[src/rtl/ee354_gcd_arbiter.sv]
// ee354_gcd_arbiter: round-robin front end that shares one ee354_GCD core
// between two requesters. Operands containing a zero are answered locally
// (gcd(0,b)=b) without touching the core.
// Optional build macro: GCD_ARB_TIMEOUT_EN adds a WAIT watchdog that forces
// an error completion after TIMEOUT cycles without Core_q_Done.
//
// state  | meaning
// -------+-----------------------------------------------------------
// IDLE   | no pulses; pick a winner, launch, bypass or wait for q_I
// LAUNCH | Gnt(winner) and Core_Start asserted for one cycle
// WAIT   | core busy; Cycles counts, wait for Core_q_Done
// ACK    | Core_Ack and Done(winner) asserted for one cycle
// BYPASS | zero operand: Gnt and Done(winner) together, Result = A|B
module ee354_gcd_arbiter #(
    parameter int WIDTH   = 8,
    parameter int TIMEOUT = 1023,
    parameter int CNT_W   = 16
) (
    input  logic             Clk,
    input  logic             Reset_n,
    input  logic             CEN,
    input  logic             Req0,
    input  logic             Req1,
    input  logic [WIDTH-1:0] Ain0,
    input  logic [WIDTH-1:0] Bin0,
    input  logic [WIDTH-1:0] Ain1,
    input  logic [WIDTH-1:0] Bin1,
    output logic             Gnt0,
    output logic             Gnt1,
    output logic             Done0,
    output logic             Done1,
    output logic [WIDTH-1:0] Result,
    output logic             Err,
    output logic [CNT_W-1:0] Cycles,
    output logic             Core_Start,
    output logic             Core_Ack,
    output logic [WIDTH-1:0] Core_Ain,
    output logic [WIDTH-1:0] Core_Bin,
    input  logic             Core_q_I,
    input  logic             Core_q_Done,
    input  logic [WIDTH-1:0] Core_AB_GCD
);

    typedef enum logic [2:0] {
        S_IDLE,
        S_LAUNCH,
        S_WAIT,
        S_ACK,
        S_BYPASS
    } state_t;

    localparam logic [CNT_W-1:0] CYCLES_MAX = '1;

    state_t           state;
    logic             last;
    logic             win;
    logic             req_any;
    logic             pick;
    logic [WIDTH-1:0] pick_a;
    logic [WIDTH-1:0] pick_b;
    logic             pick_zero;

`ifdef GCD_ARB_TIMEOUT_EN
    localparam int WD_W = (TIMEOUT > 1) ? $clog2(TIMEOUT) : 1;

    logic [WD_W-1:0] wd_cnt;
    logic            err_q;

    assign Err = err_q;
`else
    assign Err = 1'b0;
`endif

    // Winner selection: a lone requester wins; on a tie the one not served last wins.
    always_comb begin
        req_any   = Req0 | Req1;
        pick      = (Req0 && Req1) ? ~last : Req1;
        pick_a    = pick ? Ain1 : Ain0;
        pick_b    = pick ? Bin1 : Bin0;
        pick_zero = (pick_a == '0) || (pick_b == '0);
    end

    // Sequencer with registered pulses; CEN low freezes everything, stretching pulses.
    always_ff @(posedge Clk or negedge Reset_n) begin
        if (!Reset_n) begin
            state      <= S_IDLE;
            last       <= 1'b1;
            win        <= 1'b0;
            Gnt0       <= 1'b0;
            Gnt1       <= 1'b0;
            Done0      <= 1'b0;
            Done1      <= 1'b0;
            Core_Start <= 1'b0;
            Core_Ack   <= 1'b0;
            Result     <= '0;
            Cycles     <= '0;
            Core_Ain   <= '0;
            Core_Bin   <= '0;
`ifdef GCD_ARB_TIMEOUT_EN
            wd_cnt     <= '0;
            err_q      <= 1'b0;
`endif
        end else if (CEN) begin
            Gnt0       <= 1'b0;
            Gnt1       <= 1'b0;
            Done0      <= 1'b0;
            Done1      <= 1'b0;
            Core_Start <= 1'b0;
            Core_Ack   <= 1'b0;
            case (state)
                S_IDLE: begin
                    if (req_any) begin
                        if (pick_zero) begin
                            state  <= S_BYPASS;
                            last   <= pick;
                            win    <= pick;
                            Gnt0   <= ~pick;
                            Gnt1   <= pick;
                            Done0  <= ~pick;
                            Done1  <= pick;
                            Result <= pick_a | pick_b;
                            Cycles <= '0;
`ifdef GCD_ARB_TIMEOUT_EN
                            err_q  <= 1'b0;
`endif
                        end else if (Core_q_I) begin
                            state      <= S_LAUNCH;
                            last       <= pick;
                            win        <= pick;
                            Gnt0       <= ~pick;
                            Gnt1       <= pick;
                            Core_Start <= 1'b1;
                            Core_Ain   <= pick_a;
                            Core_Bin   <= pick_b;
                            Cycles     <= '0;
`ifdef GCD_ARB_TIMEOUT_EN
                            wd_cnt     <= WD_W'(TIMEOUT - 1);
`endif
                        end
                    end
                end
                S_LAUNCH: begin
                    state <= S_WAIT;
                end
                S_WAIT: begin
                    // Every WAIT clock counts, including the one that sees q_Done.
                    if (Cycles != CYCLES_MAX) begin
                        Cycles <= Cycles + 1'b1;
                    end
                    if (Core_q_Done) begin
                        Result   <= Core_AB_GCD;
                        state    <= S_ACK;
                        Core_Ack <= 1'b1;
                        Done0    <= ~win;
                        Done1    <= win;
`ifdef GCD_ARB_TIMEOUT_EN
                        err_q    <= 1'b0;
                    end else if (wd_cnt == '0) begin
                        Result   <= '0;
                        err_q    <= 1'b1;
                        state    <= S_ACK;
                        Core_Ack <= 1'b1;
                        Done0    <= ~win;
                        Done1    <= win;
                    end else begin
                        wd_cnt   <= wd_cnt - 1'b1;
`endif
                    end
                end
                S_ACK: begin
                    state <= S_IDLE;
                end
                S_BYPASS: begin
                    state <= S_IDLE;
                end
                default: begin
                    state <= S_IDLE;
                end
            endcase
        end
    end

endmodule
[config.mk]
export PLATFORM = sky130hd
export DESIGN_NAME = ee354_gcd_arbiter
export DESIGN_NICKNAME = d
export VERILOG_FILES = /design/src/rtl/ee354_gcd_arbiter.sv
export SDC_FILE = /design/constraint.sdc
export NUM_CORES = 1
export LEC_CHECK = 0
export ABC_CLOCK_PERIOD_IN_PS = 2400
export CORE_MARGIN = 2
export CORE_UTILIZATION = 40
export DETAILED_ROUTE_END_ITERATION = 10
export PLACE_DENSITY = 0.8
export SKIP_CTS_REPAIR_TIMING = 1
export SYNTH_ARGS = -nofsm -noshare
export SYNTH_HDL_FRONTEND = slang
export SYNTH_SLANG_ARGS = --single-unit
[constraint.sdc]
create_clock -name Clk -period 2.4 [get_ports Clk]
set_input_delay 0.48 -clock Clk [delete_from_list [all_inputs] [get_ports Clk]]
set_output_delay 0.48 -clock Clk [all_outputs]
set_load 0.01 [all_outputs]
==> report_table.html, run 1 <==
<table>
<tr><th>Metric</th><th>Value</th></tr>
<tr><th colspan="2">Synthesis</th></tr>
<tr><td>Mapped Cells</td><td>about 330</td></tr>
<tr><td>Post-synth top cells</td><td>nand2_1 (70), dfrtp_1 (50), nor3_1 (23), a21oi_1 (18), mux2_1 (16)</td></tr>
<tr><td>Most instantiated flip-flop cell in the synthesis netlist</td><td>dfrtp_1</td></tr>
<tr><td>Post-synthesis net count</td><td>roughly 380</td></tr>
<tr><td>Count leader, synth</td><td>nand2_1</td></tr>
<tr><td>Top-area cell type share of the netlist area</td><td>0.425</td></tr>
<tr><td>Netlist Area Pre-Place</td><td>slightly below 3000 um2</td></tr>
<tr><td>Cell taking the most area after synthesis</td><td>dfrtp_1</td></tr>
<tr><td>Async set-or-reset flop fraction in the synthesized netlist</td><td>1.00</td></tr>
<tr><td>Number of warnings issued by yosys</td><td>0</td></tr>
<tr><td>Post-synth EDFFs</td><td>0</td></tr>
<tr><td>Post-synthesis cell type count</td><td>50</td></tr>
<tr><td>Post-synthesis register bit count</td><td>between 50 and 60</td></tr>
<tr><td>Most area-consuming cells after synthesis</td><td>dfrtp_1 (43%), nand2_1 (8.9%), mux2_1 (6.1%)</td></tr>
<tr><td>Register area share after synthesis</td><td>0.434</td></tr>
<tr><td>Mean cell area of the mapped netlist</td><td>about 8.9 um2</td></tr>
<tr><th colspan="2">Timing</th></tr>
<tr><td>Final hold slack</td><td>between 0.15 and 0.2 ns</td></tr>
<tr><td>Final Hold Fails</td><td>0</td></tr>
<tr><td>Worst setup margin</td><td>between 0.07 and 0.08 ns</td></tr>
<tr><td>Tcrit/Tclk final</td><td>0.968</td></tr>
<tr><td>Slew at the pin closest to its max-slew limit</td><td>slightly above 0.6 ns</td></tr>
<tr><td>Fin. max-slew vios</td><td>0</td></tr>
<tr><td>Tmin final</td><td>around 2.3 ns</td></tr>
<tr><td>Fin Clk Skew</td><td>a little over 0.01 ns</td></tr>
<tr><td>Max Clock Freq</td><td>about 0.43 GHz</td></tr>
<tr><td>Max-slew headroom at the worst pin</td><td>0.581</td></tr>
<tr><td>Number of endpoints failing setup at the final stage</td><td>0</td></tr>
<tr><th colspan="2">Global routing</th></tr>
<tr><td>Grt met3 use</td><td>0.0285</td></tr>
<tr><td>Number of antenna violations at the first check in global routing</td><td>0</td></tr>
<tr><td>Layer with the highest usage</td><td>met2</td></tr>
<tr><td>Vias in the first global route</td><td>roughly 3000</td></tr>
<tr><td>Routing usage on met2</td><td>0.374</td></tr>
<tr><td>GR met1 Demand/Resource</td><td>0.323</td></tr>
<tr><td>Wire length of the first global-routing pass</td><td>roughly 15000 um</td></tr>
<tr><td>All-Layer GR Usage</td><td>0.228</td></tr>
<tr><td>Overflow after GRT</td><td>0</td></tr>
<tr><td>Maximum number of pins on one net before global-route repair</td><td>29</td></tr>
<tr><th colspan="2">Clock network</th></tr>
<tr><td>Clock-pin slew reported for the worst setup and hold paths after clock tree synthesis</td><td>0.09 ns</td></tr>
<tr><td>Deepest level of the CTS H-tree</td><td>2</td></tr>
<tr><td>Library cell used as clock root buffer</td><td>clkbuf_8</td></tr>
<tr><td>CTS tree</td><td>done</td></tr>
<tr><td>Clock latency on the worst-skew pair</td><td>0.30 ns</td></tr>
<tr><td>TritonCTS Buffers</td><td>5</td></tr>
<tr><td>CTS max path bufs</td><td>2</td></tr>
<tr><td>Clock sink count</td><td>between 50 and 60</td></tr>
<tr><th colspan="2">Cells and area</th></tr>
<tr><td>Share of layout cells above drive strength 1</td><td>0.173</td></tr>
<tr><td>Number of antenna cells inserted</td><td>0</td></tr>
<tr><td>Growth of design area from synthesis to finish</td><td>52.7%</td></tr>
<tr><td>Final instance area</td><td>4490 um2</td></tr>
<tr><td>Number of nets in the layout</td><td>roughly 520</td></tr>
<tr><td>Non-filler instance count after layout</td><td>~570</td></tr>
<tr><th colspan="2">Run</th></tr>
<tr><td>Number of max-cap violations</td><td>0</td></tr>
<tr><th colspan="2">Place</th></tr>
<tr><td>Estimated wirelength of the detail-placed design</td><td>between 7000 and 8000 um</td></tr>
<tr><td>DP Worst Slack</td><td>-0.356 ns</td></tr>
<tr><td>Count of port buffers added during placement</td><td>a little over 90</td></tr>
<tr><td>Count of placed standard cells including taps</td><td>between 500 and 600</td></tr>
<tr><td>Routability congestion estimate</td><td>between 0.9 and 1</td></tr>
<tr><td>Placed instance area</td><td>between 4000 and 5000 um2</td></tr>
<tr><th colspan="2">Die</th></tr>
<tr><td>Floorplan Core Area</td><td>approximately 7200 um2</td></tr>
<tr><td>Chip width</td><td>roughly 90 um</td></tr>
<tr><td>Ports placed on the boundary</td><td>94</td></tr>
<tr><td>Area of the die</td><td>between 8000 and 9000 um2</td></tr>
<tr><td>Die height</td><td>~90 um</td></tr>
<tr><td>Count of standard-cell rows</td><td>31</td></tr>
<tr><td>Initial core utilization</td><td>0.410</td></tr>
<tr><th colspan="2">Setup path</th></tr>
<tr><td>Buffer and inverter count on the worst path</td><td>2</td></tr>
<tr><td>Slowest stage delay, CP</td><td>between 0.5 and 0.6 ns</td></tr>
<tr><td>Arrival time of data at the critical path endpoint</td><td>around 2.5 ns</td></tr>
<tr><td>Kind of critical path</td><td>in2reg</td></tr>
<tr><td>Stages on worst setup path</td><td>7</td></tr>
<tr><td>Setup crit end kind</td><td>flop</td></tr>
<tr><td>Logic depth of the worst register-to-register path</td><td>7</td></tr>
<tr><td>Required @ worst endpoint</td><td>approximately 2.6 ns</td></tr>
<tr><td>Kind of launch point of the worst setup path</td><td>primary input</td></tr>
<tr><td>Cell with the biggest individual delay on the critical path</td><td>or4_1</td></tr>
<tr><td>CP Cell Sequence</td><td>clkdlybuf4s50_1 &gt; or4_1 &gt; nor2_2 &gt; or3_1 &gt; buf_4 &gt; nand3_1 &gt; o221a_2</td></tr>
<tr><td>Kind of cell adding the most delay to the critical path</td><td>simple AND/OR/NAND/NOR gates</td></tr>
<tr><td>Maximum fanout along the worst path</td><td>7</td></tr>
<tr><th colspan="2">Route</th></tr>
<tr><td>Routed WL</td><td>slightly above 9000 um</td></tr>
<tr><td>Post-DR wirelength/cell</td><td>16.3 um</td></tr>
<tr><td>Count of vias placed by the detailed router</td><td>3127</td></tr>
<tr><td>Initial detailed-routing violation count</td><td>roughly 280</td></tr>
<tr><td>Final routed DRC violation total</td><td>0</td></tr>
<tr><td>Drt first pass iters</td><td>6</td></tr>
<tr><td>Via count normalized by instance count</td><td>5.51</td></tr>
<tr><td>Number of nets still failing antenna checks after routing</td><td>0</td></tr>
<tr><th colspan="2">Power and ir drop</th></tr>
<tr><td>Design Power</td><td>around 3700 uW</td></tr>
<tr><td>PD cells</td><td>roughly 820 nW/um2</td></tr>
<tr><td>Max VDD drop</td><td>~540 uV</td></tr>
<tr><td>Leakage power</td><td>about 0.0019 uW</td></tr>
<tr><th colspan="2">Run status</th></tr>
<tr><td>Run status</td><td>completed</td></tr>
<tr><th colspan="2">Min path</th></tr>
<tr><td>Class of the most critical hold timing path</td><td>in2async</td></tr>
</table>
==> cells in the final DEF, fill, tap and decap left out, drive strengths merged, types with 2 or more instances in the layout <==
cell,Yosys,layout
clkdlybuf4s50,0,91
nand2,70,70
buf,7,60
dfrtp,50,50
nor3,24,24
a21oi,19,19
o21ai,17,17
mux2,16,16
nor2,12,12
nand3,9,9
or4,9,9
a41oi,8,8
o221a,8,8
nor4,7,7
o2111ai,6,6
and3,6,6
a31oi,6,6
clkbuf,13,6
or3,5,5
nor3b,3,3
nand4,3,3
inv,3,3
o211a,3,3
o21a,3,3
o31ai,3,3
or2,2,2
nand2b,2,2
bufinv,0,2
==> report_power, final <==
group | switching, uW | total, uW | leakage (uW) | internal (uW)
clock network | 269 | 685 | 0.0000654 | 416
logic | 750 | 1640 | 0.00119 | 888
registers | 221 | 1350 | 0.000641 | 1130
==> final timing paths <==
| kind | startpoint | endpoint | slack (ns) |
|---|---|---|---|
| max reg2reg | Cycles[0] | Cycles[0] | 0.35 |
| min | Reset_n | Cycles[2] | 0.19 |
| min in group Clk | Core_Ain[0] | Core_Ain[0] | 0.49 |
| max | Ain1[4] | Result[0] | 0.08 |
| min reg2reg | Core_Ain[0] | Core_Ain[0] | 0.49 |
| max in group asynchronous | Reset_n | Core_Ain[4] | 1.59 |
==> per-stage QoR <==
stage	TNS, ns	utilization
2_1_floorplan	0	-
3_3_place_gp	-9.42	0.602
3_5_place_dp	-10.27	0.602
4_1_cts	-0.310	0.621
5_1_grt	-0.00329	0.626
6_report	0	0.626
==> cells by family after synthesis <==
logic type / synth area share
flops: 0.434
compound gates: 0.202
mux: 0.0612
buf+inv: 0.0362
simple gates: 0.261
fa+ha+maj: 0.00425
other cells: 0.00127
==> flip-flops by register name, summed over array words and instances, names as in the netlist <==
| name | cells |
|---|---|
| Core_Ack | 1 |
| Core_Ain | 8 |
| Core_Bin | 8 |
| Core_Start | 1 |
| Cycles | 16 |
| Done0 | 1 |
| Done1 | 1 |
| Gnt0 | 1 |
| Gnt1 | 1 |
| Result | 8 |
| last | 1 |
| state | 3 |
| win | 1 |
==> per-layer routing <==
metal / share of wire / wire length [um]
met3: 0.053 / 493
met4: 0.0080 / 74
met2: 0.49 / 4490
met5: 0 / 0
met1: 0.45 / 4170
==> layout make-up <==
| type | instances | area [um2] |
|---|---|---|
| fill | 616 | 2690 |
| multi-input combinational | 255 | 1570 |
| timing repair buffer | 151 | 1370 |
| sequential | 51 | 1280 |
| tap | 99 | 124 |
| clock buffer | 6 | 72.6 |
| clock inverter | 2 | 60.1 |
| inverter | 3 | 11.3 |
Note: power is estimated with default switching activity, not from simulation.
==> run 2, diff against run 1 <==
--- a/config.mk
+++ b/config.mk
@@ -11,6 +11,7 @@
 export DETAILED_ROUTE_END_ITERATION = 10
 export PLACE_DENSITY = 0.8
 export SKIP_CTS_REPAIR_TIMING = 1
+export SLEW_MARGIN = 40
 export SYNTH_ARGS = -nofsm -noshare
 export SYNTH_HDL_FRONTEND = slang
 export SYNTH_SLANG_ARGS = --single-unit
==> results of run 2 <==
Same layout as run 1: the final DEF is identical, and so are final timing and power.
==> run 3, diff against run 2 <==
--- a/config.mk
+++ b/config.mk
@@ -6,7 +6,8 @@
 export NUM_CORES = 1
 export LEC_CHECK = 0
 export ABC_CLOCK_PERIOD_IN_PS = 2400
-export CORE_MARGIN = 2
+export CORE_ASPECT_RATIO = 0.5
+export CORE_MARGIN = 1.5
 export CORE_UTILIZATION = 40
 export DETAILED_ROUTE_END_ITERATION = 10
 export PLACE_DENSITY = 0.8
==> run 3 against run 2 <==
Sequential cell count unchanged. Non-clock buffer count up 1. Count of clock-buffer cells in the layout is 1 higher. Wire length shrank 5.0%. Sequential share of layout area shrank 0.17 points. Register-to-register slack worse by 0.18 ns. First-iteration DRC count shrank 26%. Clock skew decreased by 0.0066 ns. Total power rose by 2.0%. Core utilization increased by 3.0 points. Final cell count down 1.1%. Fmax is 2.4% lower. Largest power group unchanged.
==> report_table.html, run 3 (same netlist as run 1, synthesis figures left out) <==
<table>
<tr><th>Metric</th><th>Value</th></tr>
<tr><th colspan="2">Run</th></tr>
<tr><td>Number of max-cap violations</td><td>0 (unchanged)</td></tr>
<tr><th colspan="2">Route</th></tr>
<tr><td>Number of nets still failing antenna checks after routing</td><td>0 (unchanged)</td></tr>
<tr><td>Met2 Wirelength</td><td>4290 um (-4.5%)</td></tr>
<tr><td>Via count normalized by instance count</td><td>5.59 (+1.4%)</td></tr>
<tr><td>Highest metal used</td><td>met4</td></tr>
<tr><td>Routed WL</td><td>8770 um (-5.0%)</td></tr>
<tr><td>Post-DR wirelength/cell</td><td>15.6 um (-4.0%)</td></tr>
<tr><td>Count of vias placed by the detailed router</td><td>3138 (+0.35%)</td></tr>
<tr><td>Initial detailed-routing violation count</td><td>210 (-26%)</td></tr>
<tr><td>Wire length on met3</td><td>503 um (+2.0%)</td></tr>
<tr><td>Final routed DRC violation total</td><td>0 (unchanged)</td></tr>
<tr><td>Met1 wire length</td><td>3870 um (-7.3%)</td></tr>
<tr><td>Drt first pass iters</td><td>4 (-2)</td></tr>
<tr><th colspan="2">Timing</th></tr>
<tr><td>Setup TNS after final layout</td><td>0 ns (unchanged)</td></tr>
<tr><td>Max Clock Freq</td><td>0.420 GHz (-2.4%)</td></tr>
<tr><td>Worst setup margin</td><td>0.0198 ns (-0.0567 ns)</td></tr>
<tr><td>RSZ-0062 raised after global routing</td><td>true</td></tr>
<tr><td>Final Hold Fails</td><td>0 (unchanged)</td></tr>
<tr><td>Fin. max-slew vios</td><td>0 (unchanged)</td></tr>
<tr><td>Slew at the pin closest to its max-slew limit</td><td>0.676 ns (+0.0521 ns)</td></tr>
<tr><td>Tcrit/Tclk final</td><td>0.992 (+0.0236)</td></tr>
<tr><td>Max-slew headroom at the worst pin</td><td>0.545 (-0.0350)</td></tr>
<tr><td>Fin Clk Skew</td><td>0.00351 ns (-0.00657 ns)</td></tr>
<tr><td>Number of endpoints failing setup at the final stage</td><td>0 (unchanged)</td></tr>
<tr><td>Tmin final</td><td>2.38 ns (+0.0567 ns)</td></tr>
<tr><th colspan="2">Power and ir drop</th></tr>
<tr><td>Leakage power</td><td>0.00192 uW (+1.1%)</td></tr>
<tr><td>PD cells</td><td>830 nW/um2 (+1.4%)</td></tr>
<tr><td>Max VDD drop</td><td>427 uV (-21%)</td></tr>
<tr><th colspan="2">Cells and area</th></tr>
<tr><td>Number of antenna cells inserted</td><td>0 (unchanged)</td></tr>
<tr><td>Number of nets in the layout</td><td>516 (+0.19%)</td></tr>
<tr><td>Most frequent standard cell in the layout excluding fill and tap cells</td><td>clkdlybuf4s50_1</td></tr>
<tr><td>Share of layout cells above drive strength 1</td><td>0.173 (-0.000369)</td></tr>
<tr><td>Layout Utilization</td><td>0.656 (+0.0303)</td></tr>
<tr><td>Growth of design area from synthesis to finish</td><td>53.6%</td></tr>
<tr><td>Final instance area</td><td>4520 um2 (+0.59%)</td></tr>
<tr><td>Number of flip-flops under the largest register name</td><td>16 (unchanged)</td></tr>
<tr><td>Most used cells in the layout excluding fill and tap cells</td><td>clkdlybuf4s50_1 (91), nand2_1 (70), buf_4 (58), dfrtp_1 (50), nor3_1 (23)</td></tr>
<tr><td>Register containing the most flip-flops in the final layout</td><td>Cycles</td></tr>
<tr><th colspan="2">Place</th></tr>
<tr><td>DP Worst Slack</td><td>-0.370 ns (-0.0138 ns)</td></tr>
<tr><td>Estimated wirelength of the detail-placed design</td><td>6700 um (-7.9%)</td></tr>
<tr><td>Routability congestion estimate</td><td>0.891 (-7.1%)</td></tr>
<tr><td>Placed instance area</td><td>4340 um2 (+0.43%)</td></tr>
<tr><td>Count of port buffers added during placement</td><td>92 (unchanged)</td></tr>
<tr><th colspan="2">Setup path</th></tr>
<tr><td>Arrival time of data at the critical path endpoint</td><td>2.56 ns (+0.05 ns)</td></tr>
<tr><td>Required @ worst endpoint</td><td>2.58 ns (about the same)</td></tr>
<tr><td>Kind of launch point of the worst setup path</td><td>primary input</td></tr>
<tr><td>Kind of critical path</td><td>in2reg</td></tr>
<tr><td>Setup crit end kind</td><td>flop</td></tr>
<tr><td>Maximum fanout along the worst path</td><td>17 (+10)</td></tr>
<tr><th colspan="2">Die</th></tr>
<tr><td>Die height</td><td>63.6 um (-29%)</td></tr>
<tr><td>Floorplan Core Area</td><td>6880 um2 (-4.1%)</td></tr>
<tr><td>Initial core utilization</td><td>0.427 (+0.0174)</td></tr>
<tr><td>Ports placed on the boundary</td><td>94 (unchanged)</td></tr>
<tr><td>Count of standard-cell rows</td><td>21 (-32%)</td></tr>
<tr><td>Area of the die</td><td>7910 um2 (-1.8%)</td></tr>
<tr><td>Chip width</td><td>124 um (+38%)</td></tr>
<tr><th colspan="2">Global routing</th></tr>
<tr><td>All-Layer GR Usage</td><td>0.233 (+0.00547)</td></tr>
<tr><td>Overflow after GRT</td><td>0 (unchanged)</td></tr>
<tr><td>Wire length of the first global-routing pass</td><td>14800 um (-2.4%)</td></tr>
<tr><td>Maximum number of pins on one net before global-route repair</td><td>32 (+10%)</td></tr>
<tr><td>Vias in the first global route</td><td>3103 (+2.2%)</td></tr>
<tr><td>Number of antenna violations at the first check in global routing</td><td>0 (unchanged)</td></tr>
<tr><th colspan="2">Clock network</th></tr>
<tr><td>CTS tree</td><td>done</td></tr>
<tr><td>Clock latency on the worst-skew pair</td><td>0.29 ns (about the same)</td></tr>
<tr><td>Clock-pin slew reported for the worst setup and hold paths after clock tree synthesis</td><td>0.06 ns (-0.03 ns)</td></tr>
<tr><td>Clock sink count</td><td>51 (unchanged)</td></tr>
<tr><td>CTS max path bufs</td><td>2 (unchanged)</td></tr>
<tr><td>TritonCTS Buffers</td><td>5 (unchanged)</td></tr>
<tr><td>Deepest level of the CTS H-tree</td><td>2 (unchanged)</td></tr>
<tr><td>Library cell used as clock root buffer</td><td>clkbuf_16</td></tr>
<tr><th colspan="2">Min path</th></tr>
<tr><td>Class of the most critical hold timing path</td><td>in2async</td></tr>
<tr><th colspan="2">Run status</th></tr>
<tr><td>Run status</td><td>completed</td></tr>
</table>
[run 3: cell types whose count changed in the layout (fill, tap and decap cells not counted), sizes merged]
cell	delta
bufinv	-1
clkbuf	+1
buf	+1
[run 3: final timing paths]
| path | from | to | slack (ns) | cells after the start |
|---|---|---|---|---|
| max | Req0 | Core_Bin[3] | 0.02 | 6 |
| max reg2reg | last | Core_Bin[3] | 0.17 | 5 |
| min | Reset_n | Core_Bin[7] | 0.03 | 1 |
| min in group Clk | Core_Start | Core_Start | 0.48 | 1 |
| max in group asynchronous | Reset_n | state[1] | 1.87 | 2 |
| min reg2reg | Core_Start | Core_Start | 0.48 | 1 |
[run 3: final cells by class]
type | instances | area (um2)
Timing Repair Buffer | 152 | 1380
Tap cell | 92 | 115
Fill cell | 601 | 2370
Multi-Input combinational cell | 255 | 1570
Clock inverter | 1 | 30.0
Inverter | 3 | 11.3
Sequential cell | 51 | 1280
Clock buffer | 7 | 133
[run 3: report_power, final]
group          internal, uW  switching, uW
combinational           878            718
sequential             1130            219
clock                   493            307
[run 3: per-layer routing]
layer / GRT usage / up-vias
li1: - / 1513
met1: 0.301 / 1517
met2: 0.405 / 98
met3: 0.0433 / 10
met4: 0.0647 / 0
met5: 0 / -
[run 3: worst max-delay path, stage by stage]
cell and delay, ns:
clkdlybuf4s50_1 0.49, nand2_1 0.08, and2_1 0.17, or3_1 0.43, a21oi_4 0.52, mux2_1 0.38
[run 3: per-stage QoR]
step | instances | power (uW) | hold slack [ns]
after global routing | 561 | 3970 | 0.0406
after global placement | 553 | 2920 | 0.346
final | 561 | 3750 | 0.0341
after floorplan | 329 | 2070 | 0.184
after CTS | 561 | 3760 | 0.0307
after detailed placement | 553 | 2950 | 0.346
